<file path="config.mk">
export PLATFORM = sky130hd
export DESIGN_NAME = mem_arbiter
export DESIGN_NICKNAME = d
export VERILOG_FILES = /design/src/rtl/mem_arbiter.sv
export SDC_FILE = /design/constraint.sdc
export NUM_CORES = 1
export LEC_CHECK = 0
export BUFFER_PORTS_ARGS = -buffer_cell sky130_fd_sc_hd__buf_2
export CAP_MARGIN = 20
export CORE_ASPECT_RATIO = 0.75
export CORE_MARGIN = 5
export CORE_UTILIZATION = 50
export CTS_BUF_LIST = sky130_fd_sc_hd__clkbuf_16
export DETAILED_ROUTE_END_ITERATION = 10
export PLACE_DENSITY = 0.9
export SLEW_MARGIN = 20
export SYNTH_ARGS = -nofsm -noshare
export SYNTH_HDL_FRONTEND = slang
export SYNTH_SLANG_ARGS = --single-unit
</file>
<file path="constraint.sdc">
create_clock -name clk -period 3.68 [get_ports clk]
set_input_delay 0.368 -clock clk [delete_from_list [all_inputs] [get_ports clk]]
set_output_delay 0.368 -clock clk [all_outputs]
set_load 0.005 [all_outputs]
</file>
<file path="src/rtl/mem_arbiter.sv">
// Two-requester arbiter/sequencer for the shared MIPS instruction/data memory.
// Define MEM_ARB_RR_EN for round-robin tie-breaking; default is fixed cpu priority.
module mem_arbiter #(
  parameter int ADDR_W      = 32,
  parameter int DATA_W      = 32,
  parameter int WAIT_CYCLES = 1
) (
  input  logic              clk,
  input  logic              reset_n,
  input  logic              cpu_req,
  input  logic              cpu_we,
  input  logic [ADDR_W-1:0] cpu_addr,
  input  logic [DATA_W-1:0] cpu_wdata,
  output logic [DATA_W-1:0] cpu_rdata,
  output logic              cpu_ack,
  input  logic              dbg_req,
  input  logic              dbg_we,
  input  logic [ADDR_W-1:0] dbg_addr,
  input  logic [DATA_W-1:0] dbg_wdata,
  output logic [DATA_W-1:0] dbg_rdata,
  output logic              dbg_ack,
  output logic              mem_en,
  output logic              mem_we,
  output logic [ADDR_W-1:0] mem_addr,
  output logic [DATA_W-1:0] mem_wdata,
  input  logic [DATA_W-1:0] mem_rdata,
  output logic              owner,
  output logic              busy
);

  localparam logic [1:0] IDLE   = 2'd0;
  localparam logic [1:0] ACCESS = 2'd1;
  localparam logic [1:0] DONE   = 2'd2;

  localparam logic [3:0] CNT_INIT = 4'(WAIT_CYCLES - 1);

  logic [1:0] state;
  logic [3:0] cnt;
  logic       we_q;
  logic       grant_dbg;
  logic       any_req;

  assign any_req = cpu_req | dbg_req;

`ifdef MEM_ARB_RR_EN
  // Last-grant history starts at dbg so that cpu wins the first tie.
  logic last_dbg;

  always_ff @(posedge clk or negedge reset_n) begin
    if (!reset_n) begin
      last_dbg <= 1'b1;
    end else if (state == IDLE && any_req) begin
      last_dbg <= grant_dbg;
    end
  end

  assign grant_dbg = dbg_req & (~cpu_req | ~last_dbg);
`else
  assign grant_dbg = dbg_req & ~cpu_req;
`endif

  // Requester inputs are only looked at in IDLE; everything is latched at grant.
  always_ff @(posedge clk or negedge reset_n) begin
    if (!reset_n) begin
      state     <= IDLE;
      cnt       <= 4'd0;
      we_q      <= 1'b0;
      owner     <= 1'b0;
      mem_addr  <= '0;
      mem_wdata <= '0;
      cpu_rdata <= '0;
      dbg_rdata <= '0;
    end else begin
      case (state)
        IDLE: begin
          if (any_req) begin
            owner     <= grant_dbg;
            we_q      <= grant_dbg ? dbg_we    : cpu_we;
            mem_addr  <= grant_dbg ? dbg_addr  : cpu_addr;
            mem_wdata <= grant_dbg ? dbg_wdata : cpu_wdata;
            cnt       <= CNT_INIT;
            state     <= ACCESS;
          end
        end
        ACCESS: begin
          if (cnt == 4'd0) begin
            if (!we_q) begin
              if (owner) begin
                dbg_rdata <= mem_rdata;
              end else begin
                cpu_rdata <= mem_rdata;
              end
            end
            state <= DONE;
          end else begin
            cnt <= cnt - 4'd1;
          end
        end
        DONE: begin
          state <= IDLE;
        end
        default: begin
          state <= IDLE;
        end
      endcase
    end
  end

  assign mem_en  = (state == ACCESS);
  assign mem_we  = mem_en & we_q;
  assign cpu_ack = (state == DONE) & ~owner;
  assign dbg_ack = (state == DONE) & owner;
  assign busy    = (state != IDLE);

endmodule

</file>
==> flow_metrics.tcl <==
set metrics [dict create \
    area_growth_pct 34.4 \
    final_antenna_net_count 0 \
    combPwrFrac 0.379 \
    io_buffers 299 \
    clk_transition_reported_paths_ps 70 \
    timing.fmax_ghz 0.378 \
    ys_seq_elements 136 \
    clockPowerShare 0.235 \
    hold_class "in -> async" \
    max-cap-violations 0 \
    synth_nets 634 \
    synth_top_family_by_area "multiplexers" \
    grt_pass1_wl_um 26200 \
    synthAdderAreaFrac 0.00408 \
    ff_latch_area_um2 3400 \
    start_kind "register" \
    synth_edf_count 0 \
    cp_data_required_time_ps 3960 \
    nNetsFinal 922 \
    layout.cells.non_filler 933 \
    switchingPower_w 0.00237 \
    place.gp.congestion 0.768 \
    avgSynthCellArea_um2 13.2 \
    post-route-drc-count 0 \
    ys_async_sr_fraction 1.00 \
    netlist_top_cells_area "dfrtp_1 (56%), mux2_4 (15%), mux2i_1 (11%)" \
    finalClockSkew_ps 12.1 \
    crit_end "cpu_rdata[0]" \
    cpLargestDelayFamily "simple AND/OR/NAND/NOR gates" \
    dp_hpwl_um 12900 \
    cpPeakStageDelay_ps 1150 \
    start_util 0.505 \
    critical_path_class "reg -> reg" \
    maxSlewViolCount 0 \
    crit_path_top_delay_cell "or4_2" \
    avgViaCountPerCell 5.18 \
    syn-cell-area_um2 6130 \
    post_cts.repair.setup_buffers 0 \
    num_antenna_cells 0 \
    p_sw_frac 0.343 \
    path_depth 3 \
    synth.top_cell.area_share 0.555 \
    yosys_warnings 0 \
    yosys_most_used_dff "dfrtp_1" \
    fin_setup_tns_ps 0 \
    ioPinCount 300 \
    synthMuxAreaShare 0.265 \
    rows 35 \
    worstReg2RegStart "state[1]" \
    fin_ws_ps 1030 \
    period_needed_ps 2650 \
    power.ir.vdd_worst_v 0.000407 \
    numCtsBuffers 17 \
    r2r-end "cpu_rdata[0]" \
    cts_resized 0 \
    grt.total_usage 0.233 \
    setup_viol 0 \
    hold_ws_ps 75.9 \
    p_int_w 0.00453 \
    dp_cells 901 \
    drt_iter0_drc 211 \
    yosys.area_share.simple 0.0173 \
    syn_inst 466 \
    cts-root-buf "clkbuf_16" \
    numClockSinks 136 \
    finalWirelength_um 17300 \
    first_pass_iters 4 \
    dieArea_um2 14600 \
    antenna_found_initial 2 \
    core_area_um2 12100 \
    r2r_cells 3 \
    wire_per_inst_um 18.5 \
    cts_tree "yes" \
    die_x_um 138 \
    rsz0062_at_grt "false" \
    fillers 905 \
    grt_pass1_vias 4974 \
    grt_max_degree 115 \
    clock_latency_ps 410 \
    drive_gt1_frac 0.532 \
    p_leak_nw 4.24 \
    die_height_um 106 \
    arrival_ps 2930 \
    synth.most_common_cell "dfrtp_1" \
    status "finished clean" \
    globalRouteOverflowTotal 0 \
    yosysUniqueCellTypes 26 \
    dp_slack_ps 1050 \
    num_vias 4832 \
    ys_seq_area_frac 0.555 \
    yosysTopAreaCell "dfrtp_1" \
    r2r_setup_slack_ps 1030 \
    seq_power_share 0.386 \
    clockBufferDepth 2 \
    cp_num_buf_inv 0 \
    multi_input_area_um2 2490 \
    layout_worst_path_cycle_share 0.719 \
    synth_xor_area_frac 0 \
    slew_headroom 0.254 \
    endpoint_kind "register" \
    hold_viol 0 \
    h-tree-depth 4 \
    synth_compound_area_frac 0.114 \
    crit_fanout 32 \
    ctsHoldBuffers 0 \
    crit_path_cell_trace "or3b_1 -> or4_2 -> mux2_4" \
    critPathLaunch "state[1]" \
    power_density_nw_per_um2 837 \
    synth_commonest_cells "dfrtp_1 (136), o21ai_0 (135), mux2i_1 (68), mux2_4 (60), clkbuf_1 (21)" \
    tightest_slew_ps 1120 \
]
logic make-up after synthesis:
family,Yosys count
AOI/OAI and AO/OA,139
DFF,136
and+or+nand+nor,17
muxes,132
adders and majority gates,2
buffers and inverters,40
power by group through the flow:
stage | registers [W] | logic [W] | clock network, W
detailed placement | 0.00266 | 0.00265 | 0
finish | 0.00266 | 0.00262 | 0.00162
CTS | 0.00265 | 0.00266 | 0.00165
global route | 0.00273 | 0.00286 | 0.00173
floorplan | 0.00267 | 0.00142 | 0
global placement | 0.00261 | 0.00253 | 0
metrics by stage:
step	utilization	area [µm²]	power (W)
3_3_place_gp	0.632	7660	0.00514
5_1_grt	0.680	8240	0.00732
6_report	0.680	8240	0.00690
2_1_floorplan	-	6130	0.00409
3_5_place_dp	0.632	7660	0.00531
4_1_cts	0.679	8240	0.00696
cell usage in the layout, fill, tap and decap left out, drive strengths merged:
cell / Yosys / routed
dfrtp: 136 / 136
a21boi: 1 / 1
nor3: 1 / 1
clkbuf: 21 / 18
clkinvlp: 0 / 2
nand2b: 2 / 2
ha: 2 / 2
clkinv: 0 / 5
a21oi: 2 / 2
inv: 4 / 12
nor2: 3 / 3
and2: 1 / 1
mux2i: 68 / 68
mux2: 64 / 64
nand2: 1 / 1
buf: 15 / 304
o21a: 1 / 1
or2: 1 / 1
o21ai: 135 / 135
or4: 2 / 2
or3b: 1 / 1
and4b: 1 / 1
nor2b: 2 / 2
nor3b: 2 / 2
cell type report:
class / count / area share
Sequential cell: 136 / 0.413
Timing Repair Buffer: 305 / 0.188
Clock buffer: 17 / 0.0516
Tap cell: 166 / 0.0252
Clock inverter: 15 / 0.0187
Inverter: 4 / 0.00182
Multi-Input combinational cell: 290 / 0.302
sequential cells by signal, indices dropped and copies added (netlist names):
signal / count
cpu_rdata: 32
state: 2
dbg_rdata: 32
mem_addr: 32
owner: 1
we_q: 1
cnt: 4
mem_wdata: 32
routing by layer:
| layer | GRT usage | part of all wire |
|---|---|---|
| met4 | 0.0811 | 0.028 |
| met3 | 0.0733 | 0.095 |
| met2 | 0.396 | 0.50 |
| met5 | 0 | 0.0016 |
| met1 | 0.281 | 0.37 |
worst reg2reg max path, delay by kind of cell (launching register included):
kind | cells | cell delay [ps]
simple gates | 2 | 1580
mux | 1 | 530
flops | 1 | 420
worst min-delay path by stage:
stage	endpoint	slack (ps)	cells after the start
after floorplan	cnt[0]	70	0
after global placement	mem_addr[18]	480	2
after detailed placement	cpu_rdata[25]	490	1
after CTS	dbg_rdata[0]	140	1
after global routing	dbg_rdata[0]	140	1
final	dbg_rdata[0]	80	1
(Power assumes the default switching activity.)
